File: src/rtl/sipo_serial_driver.sv
// sipo_serial_driver
// Serialises a byte accepted over a VALID/READY handshake onto the pins of an
// 8-bit right-shifting SIPO shift register (DS, SHCP, STCP, MR_bar, OE_bar).
// Each shift-clock, latch and clear phase lasts CLK_DIV system clocks.
// A CLEAR request pulses MR_bar low and then latches the zeroed register.
// Optional feature macro: SIPO_DRV_MSB_FIRST_EN (send DATA[7] first).
// All outputs are registered; RST is asynchronous and active-high.
module sipo_serial_driver #(
    parameter int CLK_DIV = 2
) (
    input  logic       CLK,
    input  logic       RST,
    input  logic [7:0] DATA,
    input  logic       VALID,
    output logic       READY,
    input  logic       CLEAR,
    input  logic       OE_REQ,
    output logic       DONE,
    output logic       DS,
    output logic       SHCP,
    output logic       STCP,
    output logic       MR_bar,
    output logic       OE_bar
);

    localparam int CW = $clog2(CLK_DIV + 1);
    localparam logic [CW-1:0] DIV_LAST = CW'(CLK_DIV - 1);

    typedef enum logic [2:0] {
        IDLE     = 3'd0,
        BIT_LO   = 3'd1,
        BIT_HI   = 3'd2,
        LATCH_HI = 3'd3,
        LATCH_LO = 3'd4,
        CLR      = 3'd5
    } state_t;

    state_t        state_reg;
    logic [CW-1:0] cnt_reg;
    logic [2:0]    idx_reg;
    logic [6:0]    buf_reg;      // bits still to be sent, next one in bit 0
    logic          ds_reg;
    logic          shcp_reg;
    logic          stcp_reg;
    logic          mr_bar_reg;
    logic          oe_bar_reg;
    logic          ready_reg;
    logic          done_reg;

    logic [7:0]    data_ord;     // DATA rearranged so bit 0 is transmitted first
    logic          phase_end;

`ifdef SIPO_DRV_MSB_FIRST_EN
    for (genvar gi = 0; gi < 8; gi++) begin : g_rev
        assign data_ord[gi] = DATA[7-gi];
    end
`else
    assign data_ord = DATA;
`endif

    assign phase_end = (cnt_reg == DIV_LAST);

    // Output enable simply follows the request, inverted, one clock later
    always_ff @(posedge CLK or posedge RST) begin
        if (RST) begin
            oe_bar_reg <= 1'b1;
        end else begin
            oe_bar_reg <= ~OE_REQ;
        end
    end

    // Frame sequencer: phase counter, bit index, shift buffer and pin registers
    always_ff @(posedge CLK or posedge RST) begin
        if (RST) begin
            state_reg  <= IDLE;
            cnt_reg    <= '0;
            idx_reg    <= '0;
            buf_reg    <= '0;
            ds_reg     <= 1'b0;
            shcp_reg   <= 1'b0;
            stcp_reg   <= 1'b0;
            mr_bar_reg <= 1'b1;
            ready_reg  <= 1'b0;
            done_reg   <= 1'b0;
        end else begin
            done_reg <= 1'b0;
            case (state_reg)
                IDLE: begin
                    cnt_reg    <= '0;
                    ds_reg     <= 1'b0;
                    shcp_reg   <= 1'b0;
                    stcp_reg   <= 1'b0;
                    mr_bar_reg <= 1'b1;
                    ready_reg  <= 1'b1;
                    // READY must already be high for a request to count
                    if (ready_reg && CLEAR) begin
                        state_reg  <= CLR;
                        mr_bar_reg <= 1'b0;
                        ready_reg  <= 1'b0;
                    end else if (ready_reg && VALID) begin
                        state_reg <= BIT_LO;
                        idx_reg   <= '0;
                        ds_reg    <= data_ord[0];
                        buf_reg   <= data_ord[7:1];
                        ready_reg <= 1'b0;
                    end
                end
                BIT_LO: begin
                    if (phase_end) begin
                        cnt_reg   <= '0;
                        shcp_reg  <= 1'b1;
                        state_reg <= BIT_HI;
                    end else begin
                        cnt_reg <= cnt_reg + 1'b1;
                    end
                end
                BIT_HI: begin
                    if (phase_end) begin
                        cnt_reg  <= '0;
                        shcp_reg <= 1'b0;
                        if (idx_reg == 3'd7) begin
                            // last bit clocked in: drop DS and raise the latch
                            ds_reg    <= 1'b0;
                            stcp_reg  <= 1'b1;
                            state_reg <= LATCH_HI;
                        end else begin
                            idx_reg   <= idx_reg + 1'b1;
                            ds_reg    <= buf_reg[0];
                            buf_reg   <= {1'b0, buf_reg[6:1]};
                            state_reg <= BIT_LO;
                        end
                    end else begin
                        cnt_reg <= cnt_reg + 1'b1;
                    end
                end
                LATCH_HI: begin
                    if (phase_end) begin
                        cnt_reg   <= '0;
                        stcp_reg  <= 1'b0;
                        state_reg <= LATCH_LO;
                    end else begin
                        cnt_reg <= cnt_reg + 1'b1;
                    end
                end
                LATCH_LO: begin
                    if (phase_end) begin
                        cnt_reg   <= '0;
                        done_reg  <= 1'b1;
                        ready_reg <= 1'b1;
                        state_reg <= IDLE;
                    end else begin
                        cnt_reg <= cnt_reg + 1'b1;
                    end
                end
                CLR: begin
                    if (phase_end) begin
                        // register is already zero; release reset and latch it
                        cnt_reg    <= '0;
                        mr_bar_reg <= 1'b1;
                        stcp_reg   <= 1'b1;
                        state_reg  <= LATCH_HI;
                    end else begin
                        cnt_reg <= cnt_reg + 1'b1;
                    end
                end
                default: begin
                    state_reg  <= IDLE;
                    cnt_reg    <= '0;
                    ds_reg     <= 1'b0;
                    shcp_reg   <= 1'b0;
                    stcp_reg   <= 1'b0;
                    mr_bar_reg <= 1'b1;
                    ready_reg  <= 1'b0;
                end
            endcase
        end
    end

    assign DS     = ds_reg;
    assign SHCP   = shcp_reg;
    assign STCP   = stcp_reg;
    assign MR_bar = mr_bar_reg;
    assign OE_bar = oe_bar_reg;
    assign READY  = ready_reg;
    assign DONE   = done_reg;

endmodule

File: config.mk
export PLATFORM = sky130hd
export DESIGN_NAME = sipo_serial_driver
export DESIGN_NICKNAME = d
export VERILOG_FILES = /design/src/rtl/sipo_serial_driver.sv
export SDC_FILE = /design/constraint.sdc
export NUM_CORES = 1
export LEC_CHECK = 0
export BUFFER_PORTS_ARGS = -buffer_cell sky130_fd_sc_hd__buf_2
export CAP_MARGIN = 20
export CORE_ASPECT_RATIO = 1.1
export CORE_MARGIN = 3
export CORE_UTILIZATION = 54
export DETAILED_ROUTE_END_ITERATION = 7
export GPL_TIMING_DRIVEN = 0
export PLACE_DENSITY = 0.77
export SLEW_MARGIN = 20
export SYNTH_ARGS = -nofsm -noshare
export SYNTH_HDL_FRONTEND = slang
export SYNTH_SLANG_ARGS = --single-unit
File: constraint.sdc
create_clock -name CLK -period 2.5 [get_ports CLK]
set_input_delay 0.375 -clock CLK [delete_from_list [all_inputs] [get_ports CLK]]
set_output_delay 0.375 -clock CLK [all_outputs]
set_load 0.02 [all_outputs]
==> run_results.csv, run 1 <==
group,metric,value,unit
drt,drc,0,
critical_path,crit_fanout,6,
floorplan,ios,20,
power,internal-power,0.000881,W
outcome,status,"complete, no violations",
timing,setup_slack,0.567,ns
power,p_clk_share,11.8,%
synthesis,yosys-top-cells-count,"dfrtp_1 (20), nor2_1 (8), a21oi_1 (7), mux2_2 (7)",
drt,routed_wl,2100,µm
hold_path,hold_class,"input pin to register",
synthesis,syn-num-nets,115,
synthesis,synth_top_family_by_area,"compound AO/OA/AOI/OAI gates",
critical_path,r2r_cells,6,
power,leakage,0.605,nW
critical_path,cp-start-kind,"register",
synthesis,synth_simple_gate_area_share,14.1,%
clock_network,clkLatencyLatePin,0.31,ns
synthesis,yosysWarningCount,0,
floorplan,initial_core_util,60.4,%
synthesis,seq_area_frac_synth,48.6,%
place,portBuffers,19,
clock_network,numClockSinks,22,
synthesis,ys_ff_latch,22,
drt,dr.pass1.iters,4,
synthesis,syn_inst,100,
power,p_comb_share,46.6,%
clock_network,cts_root_buf,"clkbuf_4",
timing,maxSlewViolCount,0,
critical_path,rr_endpoint,"buf_reg[5]$_DFFE_PP0P_",
critical_path,crit_type,"register to register",
clock_network,clock_path_buffers,2,
power,seq_power_share,41.6,%
floorplan,chipWidth,49.8,µm
synthesis,async_reset_ff_share,100,%
place,dpl.hpwl,1530,µm
timing,hold_violations,0,
cells_and_area,layout.nets,139,
synthesis,synth_xor_area_share,0,%
synthesis,syn_area_per_cell,11.4,µm²
cells_and_area,utilization,68.7,%
critical_path,crit_path_start,"idx_reg[0]$_DFFE_PP0P_",
global_route,grt_pass1_vias,807,
power,peakVddDrop,0.000550,V
floorplan,die_area,2690,µm²
clock_network,post_cts_buffers,0,
synthesis,synth-main-ff-cell,"dfrtp_1",
timing,tightest_slew,0.816,ns
synthesis,yosys.area_share.adder,2.20,%
place,place.gp.congestion,0.870,
floorplan,die_height,54.1,µm
timing,tns,0,ns
timing,finalSetupViolCount,0,
critical_path,r2r_start,"idx_reg[0]$_DFFE_PP0P_",
synthesis,synth-edff-count,0,
clock_network,cts_hold_buf,0,
critical_path,worstPathArrival,2.15,ns
synthesis,ys_types,33,
clock_network,htreeDepth,1,
cells_and_area,diodes,0,
synthesis,yosysTopAreaCell,"dfrtp_1",
critical_path,crit_required,2.71,ns
global_route,grt_max_degree,23,
cells_and_area,area.growth.synth_to_final,13.6,%
global_route,grt_pass1_wl,3530,µm
synthesis,synthMuxAreaShare,14.9,%
timing,max_freq,517,MHz
global_route,antenna_found_initial,0,
timing,post-route-period-util,77.3,%
clock_network,ctsResizeCount,0,
timing,skew,0.00103,ns
power,total_power,0.00144,W
synthesis,yosysTopAreaCellShare,44.0,%
cells_and_area,largest_reg_flops,7,
synthesis,syn-cell-area,1140,µm²
critical_path,regToRegSetupSlack,0.57,ns
drt,detail-route-antenna-nets,0,
timing,rsz0062_at_grt,"no",
global_route,grt_usage,17.9,%
timing,slew_headroom,45.6,%
critical_path,crit_path_end,"buf_reg[5]$_DFFE_PP0P_",
place,place_ws,0.566,ns
power,p_per_area,1120,nW/µm²
drt,vias,849,
drt,drt_iter0_markers,21,
critical_path,endpoint_kind,"register",
cells_and_area,layout-drive-gt1-share,35.8,%
clock_network,cts_buffers,3,
synthesis,ys_top_cells_by_area,"dfrtp_1 (44%), mux2_4 (7.9%), mux2_2 (6.9%), dfstp_2 (4.6%), a21oi_1 (3.1%)",
power,swShare,39.0,%
synthesis,synth_compound_area_share,15.2,%
flow_run,drv_cap,0,
drt,wl_per_cell,14.0,µm
drt,viasPerCell,5.66,
floorplan,fp-row-count,16,
global_route,overflow,0,
timing,whs,0.149,ns
floorplan,core-area,1880,µm²
timing,period_needed,1.93,ns
power,switching_power,0.000563,W
clock_network,cts_tree,"yes",
clock_network,cts.clk_slew.worst_paths,0.12,ns
synthesis,yosysMostFrequentCell,"dfrtp_1",
## power by group through the flow
stage / registers (W) / clock network, W / logic, W
6_report: 0.000601 / 0.000170 / 0.000673
2_1_floorplan: 0.000620 / 0 / 0.000504
3_3_place_gp: 0.000598 / 0 / 0.000651
3_5_place_dp: 0.000607 / 0 / 0.000670
4_1_cts: 0.000600 / 0.000176 / 0.000675
5_1_grt: 0.000619 / 0.000191 / 0.000741
## per-layer routing
layer	routed length [µm]	up-vias	track usage, %
met5	0	-	0
met1	961	409	22.8
li1	-	414	-
met2	1000	21	29.1
met4	46	0	10.1
met3	82	5	3.32
## area by class of cell
class                   instances  area (µm²)
repair buffers                 19        95.1
multi-input cells              67         527
well taps                      27        33.8
flip-flops and latches         22         553
clock buffers                   4        26.3
fillers                       174         589
plain buffers                   5        35.0
inverters                       6        22.5
## cell usage in the layout (no fill, tap or decap), drive strengths merged
| cell type | netlist | routed |
|---|---|---|
| ha | 2 | 2 |
| o22ai | 4 | 4 |
| or4 | 1 | 1 |
| mux2 | 13 | 13 |
| nand2b | 4 | 4 |
| a21oi | 7 | 7 |
| a211oi | 1 | 1 |
| o31ai | 1 | 1 |
| and3 | 1 | 1 |
| nor2b | 1 | 1 |
| nor2 | 9 | 9 |
| or2 | 1 | 1 |
| a31oi | 2 | 2 |
| nand2 | 1 | 1 |
| o21bai | 1 | 1 |
| buf | 3 | 22 |
| and2 | 1 | 1 |
| nor4 | 1 | 1 |
| nor3 | 3 | 3 |
| clkbuf | 2 | 6 |
| o21ai | 5 | 5 |
| and4b | 1 | 1 |
| a32oi | 2 | 2 |
| nand3b | 1 | 1 |
| dfstp | 2 | 2 |
| o32ai | 1 | 1 |
| inv | 6 | 6 |
| a22o | 3 | 3 |
| dfrtp | 20 | 20 |
## through the flow
| stage | cell area (µm²) | std cells |
|---|---|---|
| finish | 1290 | 150 |
| global route | 1290 | 150 |
| detailed placement | 1270 | 146 |
| floorplan | 1140 | 100 |
| global placement | 1270 | 146 |
| CTS | 1290 | 150 |
## worst max-delay path: stages (launching register included)
cell     delay, ns
dfrtp_1       0.40
ha_1          0.20
ha_1          0.25
nor4_4        0.37
or2_1         0.17
buf_6         0.14
mux2_4        0.30
## worst min path at each step
stage / start / to / cells after the start
floorplan: RST / DONE$_DFF_PP0_ / 1
global placement: MR_bar$_DFFE_PP1P_ / MR_bar$_DFFE_PP1P_ / 2
detailed placement: MR_bar$_DFFE_PP1P_ / MR_bar$_DFFE_PP1P_ / 2
CTS: OE_REQ / OE_bar$_DFF_PP1_ / 2
global route: OE_REQ / OE_bar$_DFF_PP1_ / 2
finish: OE_REQ / OE_bar$_DFF_PP1_ / 2
## logic make-up after synthesis
family	after synthesis
compound gates	27
mux	13
buf+inv	11
flops	22
simple gates	25
fa+ha+maj	2
Power figures use the tool's default switching activity.
==> run 2: changes to the inputs <==
==> constraint.sdc (replaced) <==
create_clock -name CLK -period 1.8 [get_ports CLK]
set_input_delay 0.27 -clock CLK [delete_from_list [all_inputs] [get_ports CLK]]
set_output_delay 0.27 -clock CLK [all_outputs]
set_load 0.02 [all_outputs]
==> run_results.csv, run 2 (synthesis gave the netlist of run 1 again) <==
group,metric,value,unit
critical_path,crit_required,2.02,ns
floorplan,chipWidth,49.8,µm
hold_path,hold_end,"OE_bar$_DFF_PP1_",
drt,detail-route-antenna-nets,0,
cells_and_area,largest_reg_flops,7,
floorplan,core-area,1880,µm²
timing,maxSlewViolCount,0,
timing,hold_violations,0,
critical_path,r2r_cells,6,
cells_and_area,n_fill_cell,167,
critical_path,crit_type,"register to register",
floorplan,fp-row-count,16,
clock_network,numClockSinks,22,
cells_and_area,layout.nets,143,
clock_network,cts.clk_slew.worst_paths,0.12,ns
clock_network,clock_path_buffers,2,
global_route,antenna_found_initial,0,
critical_path,endpoint_kind,"register",
timing,tightest_slew,0.819,ns
cells_and_area,utilization,71.8,%
critical_path,crit_chain,"ha_2 -> ha_4 -> nor4_4 -> or2_1 -> buf_6 -> mux2_4",
drt,top_layer_used,"met4",
critical_path,r2r_start,"idx_reg[1]$_DFFE_PP0P_",
cells_and_area,diodes,0,
floorplan,die_height,54.1,µm
critical_path,rr_endpoint,"buf_reg[5]$_DFFE_PP0P_",
drt,wl_met2,1070,µm
place,place.gp.congestion,0.870,
critical_path,regToRegSetupSlack,0.1,ns
timing,slew_headroom,45.4,%
outcome,status,"complete, no violations",
drt,viasPerCell,5.56,
floorplan,initial_core_util,60.4,%
drt,drc,0,
drt,routed_wl,2170,µm
clock_network,clkLatencyLatePin,0.31,ns
drt,wl_met3,85,µm
timing,skew,0.00169,ns
power,p_per_area,1530,nW/µm²
clock_network,cts_buffers,3,
floorplan,ios,20,
timing,whs,0.0416,ns
hold_path,min_from,"OE_REQ",
drt,met1_length,964,µm
hold_path,min_path_cells,2,
drt,vias,856,
drt,dr.pass1.iters,4,
critical_path,worst_path_max_delay_cell,"dfrtp_1",
global_route,grt_max_degree,23,
timing,finalSetupViolCount,0,
floorplan,die_area,2690,µm²
timing,post-route-period-util,94.6,%
global_route,grt_usage,18.2,%
power,peakVddDrop,0.000827,V
timing,max_freq,587,MHz
critical_path,worstPathArrival,1.92,ns
global_route,grt_pass1_wl,3590,µm
cells_and_area,area.growth.synth_to_final,18.8,%
critical_path,cp-start-kind,"register",
global_route,grt_pass1_vias,822,
clock_network,cts_hold_buf,0,
global_route,overflow,0,
drt,wl_per_cell,14.1,µm
timing,period_needed,1.70,ns
clock_network,htreeDepth,1,
clock_network,cts_tree,"yes",
cells_and_area,register_area,553,µm²
cells_and_area,multiInputGateArea,556,µm²
place,portBuffers,19,
drt,drt_iter0_markers,9,
clock_network,cts_root_buf,"clkbuf_4",
power,leakage,0.623,nW
timing,rsz0062_at_grt,"yes",
flow_run,drv_cap,0,
cells_and_area,layout-drive-gt1-share,40.2,%
critical_path,slowest_delay,0.40,ns
cells_and_area,mostFrequentLayoutCells,"dfrtp_1 (20), buf_2 (20), nor2_1 (8)",
place,dpl.hpwl,1530,µm
critical_path,crit_fanout,6,
hold_path,hold_class,"input pin to register",
[run 2: cell type report]
type | instances | share of cell area [%]
Inverter | 6 | 1.67
Clock buffer | 4 | 1.94
Sequential cell | 22 | 40.9
Tap cell | 27 | 2.50
Buffer | 5 | 2.59
Multi-Input combinational cell | 67 | 41.1
Timing Repair Buffer | 23 | 9.26
[run 2: metal layers]
layer,vias to the layer above,global-route usage (%)
li1,420,-
met1,412,22.9
met2,19,29.7
met3,5,3.32
met4,0,10.1
met5,-,0
[run 2: where the power goes]
part | switching, W | internal (W)
clock | 0.000151 | 0.0000868
combinational | 0.000504 | 0.000478
sequential | 0.000157 | 0.000687
total | 0.000813 | 0.00125
[run 2: how the worst max path moves through the flow]
stage	startpoint	end
detailed placement	idx_reg[0]$_DFFE_PP0P_	buf_reg[2]$_DFFE_PP0P_
global placement	idx_reg[0]$_DFFE_PP0P_	buf_reg[5]$_DFFE_PP0P_
global route	idx_reg[1]$_DFFE_PP0P_	buf_reg[3]$_DFFE_PP0P_
CTS	state_reg[2]$_DFFE_PP0P_	buf_reg[0]$_DFFE_PP0P_
floorplan	idx_reg[0]$_DFFE_PP0P_	buf_reg[0]$_DFFE_PP0P_
finish	idx_reg[1]$_DFFE_PP0P_	buf_reg[5]$_DFFE_PP0P_
[run 2: worst max-delay path, delay by kind of cell (launching register included)]
family        cells  cell delay, ns
flops             1            0.40
mux               1            0.30
simple gates      2            0.40
buf+inv           1            0.14
fa+ha+maj         2            0.36
[run 2: through the flow]
step / total power (W) / cell area, µm² / TNS, ns / cells / worst slack [ns]
after floorplan: 0.00156 / 1140 / 0 / 100 / 0.000111
after global placement: 0.00173 / 1270 / -0.581 / 146 / -0.100
after detailed placement: 0.00177 / 1270 / -0.782 / 146 / -0.134
after CTS: 0.00202 / 1300 / 0 / 151 / 0.00747
after global routing: 0.00221 / 1350 / -0.0363 / 154 / -0.00838
final: 0.00206 / 1350 / 0 / 154 / 0.0978
[run 2: repair_timing]
item,in CTS,in global routing
buffers inserted,1,3
pin swaps,1,3
resized for setup,0,6
setup endpoints to repair,6,6
==> run 3: changes to the inputs <==
--- a/config.mk
+++ b/config.mk
@@ -9,10 +9,11 @@
 export CAP_MARGIN = 20
 export CORE_ASPECT_RATIO = 1.1
 export CORE_MARGIN = 3
-export CORE_UTILIZATION = 54
+export CORE_UTILIZATION = 56
+export CTS_BUF_LIST = sky130_fd_sc_hd__clkbuf_2 sky130_fd_sc_hd__clkbuf_4 sky130_fd_sc_hd__clkbuf_8
 export DETAILED_ROUTE_END_ITERATION = 7
 export GPL_TIMING_DRIVEN = 0
-export PLACE_DENSITY = 0.77
+export PLACE_DENSITY = 0.8
 export SLEW_MARGIN = 20
 export SYNTH_ARGS = -nofsm -noshare
 export SYNTH_HDL_FRONTEND = slang
==> run_results.csv, run 3 (synthesis gave the netlist of run 1 again) <==
group,metric,value,unit
critical_path,crit_path_start,"idx_reg[0]$_DFFE_PP0P_",
cells_and_area,layout.nets,142,
drt,viasPerCell,5.59,
global_route,grt_max_degree,23,
power,leakage,0.621,nW
critical_path,rr_endpoint,"buf_reg[4]$_DFFE_PP0P_",
timing,period_needed,1.73,ns
hold_path,hold_class,"input pin to register",
flow_run,drv_cap,0,
clock_network,cts_root_buf,"clkbuf_4",
clock_network,cts_hold_buf,0,
critical_path,r2r_cells,6,
critical_path,crit_required,2.00,ns
floorplan,die_area,2610,µm²
place,dpl.hpwl,1560,µm
timing,hold_violations,0,
timing,setup_slack,0.0692,ns
place,portBuffers,19,
clock_network,clock_path_buffers,2,
critical_path,crit_path_end,"buf_reg[4]$_DFFE_PP0P_",
drt,drc,0,
global_route,grt_usage,18.4,%
critical_path,regToRegSetupSlack,0.07,ns
cells_and_area,mostFrequentLayoutCells,"dfrtp_1 (20), buf_2 (20), nor2_1 (8)",
timing,whs,0.0531,ns
cells_and_area,diodes,0,
timing,skew,0.0105,ns
clock_network,clkLatencyLatePin,0.31,ns
power,internal-power,0.00127,W
clock_network,cts_buffers,3,
power,p_per_area,1540,nW/µm²
timing,max_freq,578,MHz
cells_and_area,largest_reg_flops,7,
cells_and_area,area.growth.synth_to_final,18.5,%
place,place_ws,-0.125,ns
global_route,antenna_found_initial,0,
timing,post-route-period-util,96.2,%
drt,wl_per_cell,14.0,µm
clock_network,htreeDepth,1,
drt,dr.pass1.iters,4,
outcome,status,"complete, no violations",
clock_network,cts_tree,"yes",
power,swShare,38.8,%
timing,maxSlewViolCount,0,
drt,vias,855,
drt,detail-route-antenna-nets,0,
floorplan,initial_core_util,61.8,%
power,peakVddDrop,0.000965,V
drt,routed_wl,2140,µm
cells_and_area,n_fill_cell,147,
critical_path,endpoint_kind,"register",
timing,tns,0,ns
critical_path,crit_type,"register to register",
clock_network,cts.clk_slew.worst_paths,0.11,ns
clock_network,numClockSinks,22,
critical_path,worstPathArrival,1.93,ns
critical_path,cp-start-kind,"register",
drt,drt_iter0_markers,14,
floorplan,ios,20,
critical_path,crit_fanout,6,
timing,rsz0062_at_grt,"yes",
critical_path,r2r_start,"idx_reg[0]$_DFFE_PP0P_",
floorplan,core-area,1840,µm²
global_route,grt_pass1_wl,3620,µm
power,p_clk_share,12.0,%
global_route,overflow,0,
timing,finalSetupViolCount,0,
power,seq_power_share,40.5,%
floorplan,chipWidth,49.0,µm
timing,slew_headroom,46.0,%
power,switching_power,0.000805,W
cells_and_area,layout-drive-gt1-share,40.5,%
global_route,grt_pass1_vias,832,
power,p_comb_share,47.5,%
floorplan,die_height,53.3,µm
floorplan,fp-row-count,16,
place,place.gp.congestion,0.890,
timing,tightest_slew,0.809,ns
[run 3: layout make-up]
| type | instances | area, µm² | share of cell area (%) |
|---|---|---|---|
| multi-input combinational | 67 | 556 | 41.2 |
| sequential | 22 | 553 | 41.0 |
| timing repair buffer | 22 | 118 | 8.73 |
| buffer | 5 | 35.0 | 2.60 |
| tap | 27 | 33.8 | 2.51 |
| clock buffer | 4 | 30.0 | 2.23 |
| inverter | 6 | 22.5 | 1.67 |
[run 3: critical path, cell delays in order (launching register included)]
cell and delay, ns:
dfrtp_1 0.40, ha_2 0.20, ha_4 0.17, nor4_4 0.26
or2_1 0.15, buf_6 0.14, mux2_4 0.30
[run 3: how the worst min path moves through the flow]
stage                start          endpoint  slack (ns)  cells after the start
floorplan              RST    DONE$_DFF_PP0_        0.26                      1
finish              OE_REQ  OE_bar$_DFF_PP1_        0.05                      2
global placement    OE_REQ  OE_bar$_DFF_PP1_        0.38                      2
detailed placement  OE_REQ  OE_bar$_DFF_PP1_        0.38                      2
CTS                 OE_REQ  OE_bar$_DFF_PP1_        0.04                      2
global route        OE_REQ  OE_bar$_DFF_PP1_        0.05                      2
[run 3: stage by stage]
step	instance area [µm²]	utilization, %	total power, W	std cells
after global placement	1270	68.8	0.00173	146
final	1350	73.2	0.00208	153
after detailed placement	1270	68.8	0.00178	146
after floorplan	1140	-	0.00156	100
after CTS	1310	71.2	0.00205	151
after global routing	1350	73.2	0.00223	153
[run 3: power by group through the flow]
| stage | logic (W) | clock network [W] | registers, W |
|---|---|---|---|
| final | 0.000985 | 0.000249 | 0.000841 |
| after global routing | 0.00109 | 0.000274 | 0.000864 |
| after CTS | 0.000960 | 0.000261 | 0.000834 |
| after detailed placement | 0.000937 | 0 | 0.000840 |
| after global placement | 0.000905 | 0 | 0.000829 |
| after floorplan | 0.000700 | 0 | 0.000862 |
[run 3: per-layer routing]
layer  vias to the layer above  global-route usage, %  wire [µm]
met5                         -                      0          0
met4                         0                   9.95         51
met3                         8                   2.82         71
met2                        18                   31.4       1050
met1                       413                   22.7        966
li1                        416                      -          -
[run 3: timing repair]
item / CTS / global route
setup endpoints to repair: 6 / 6
buffers inserted: 1 / 2
pin swaps: 1 / 2
resized for setup: 2 / 4
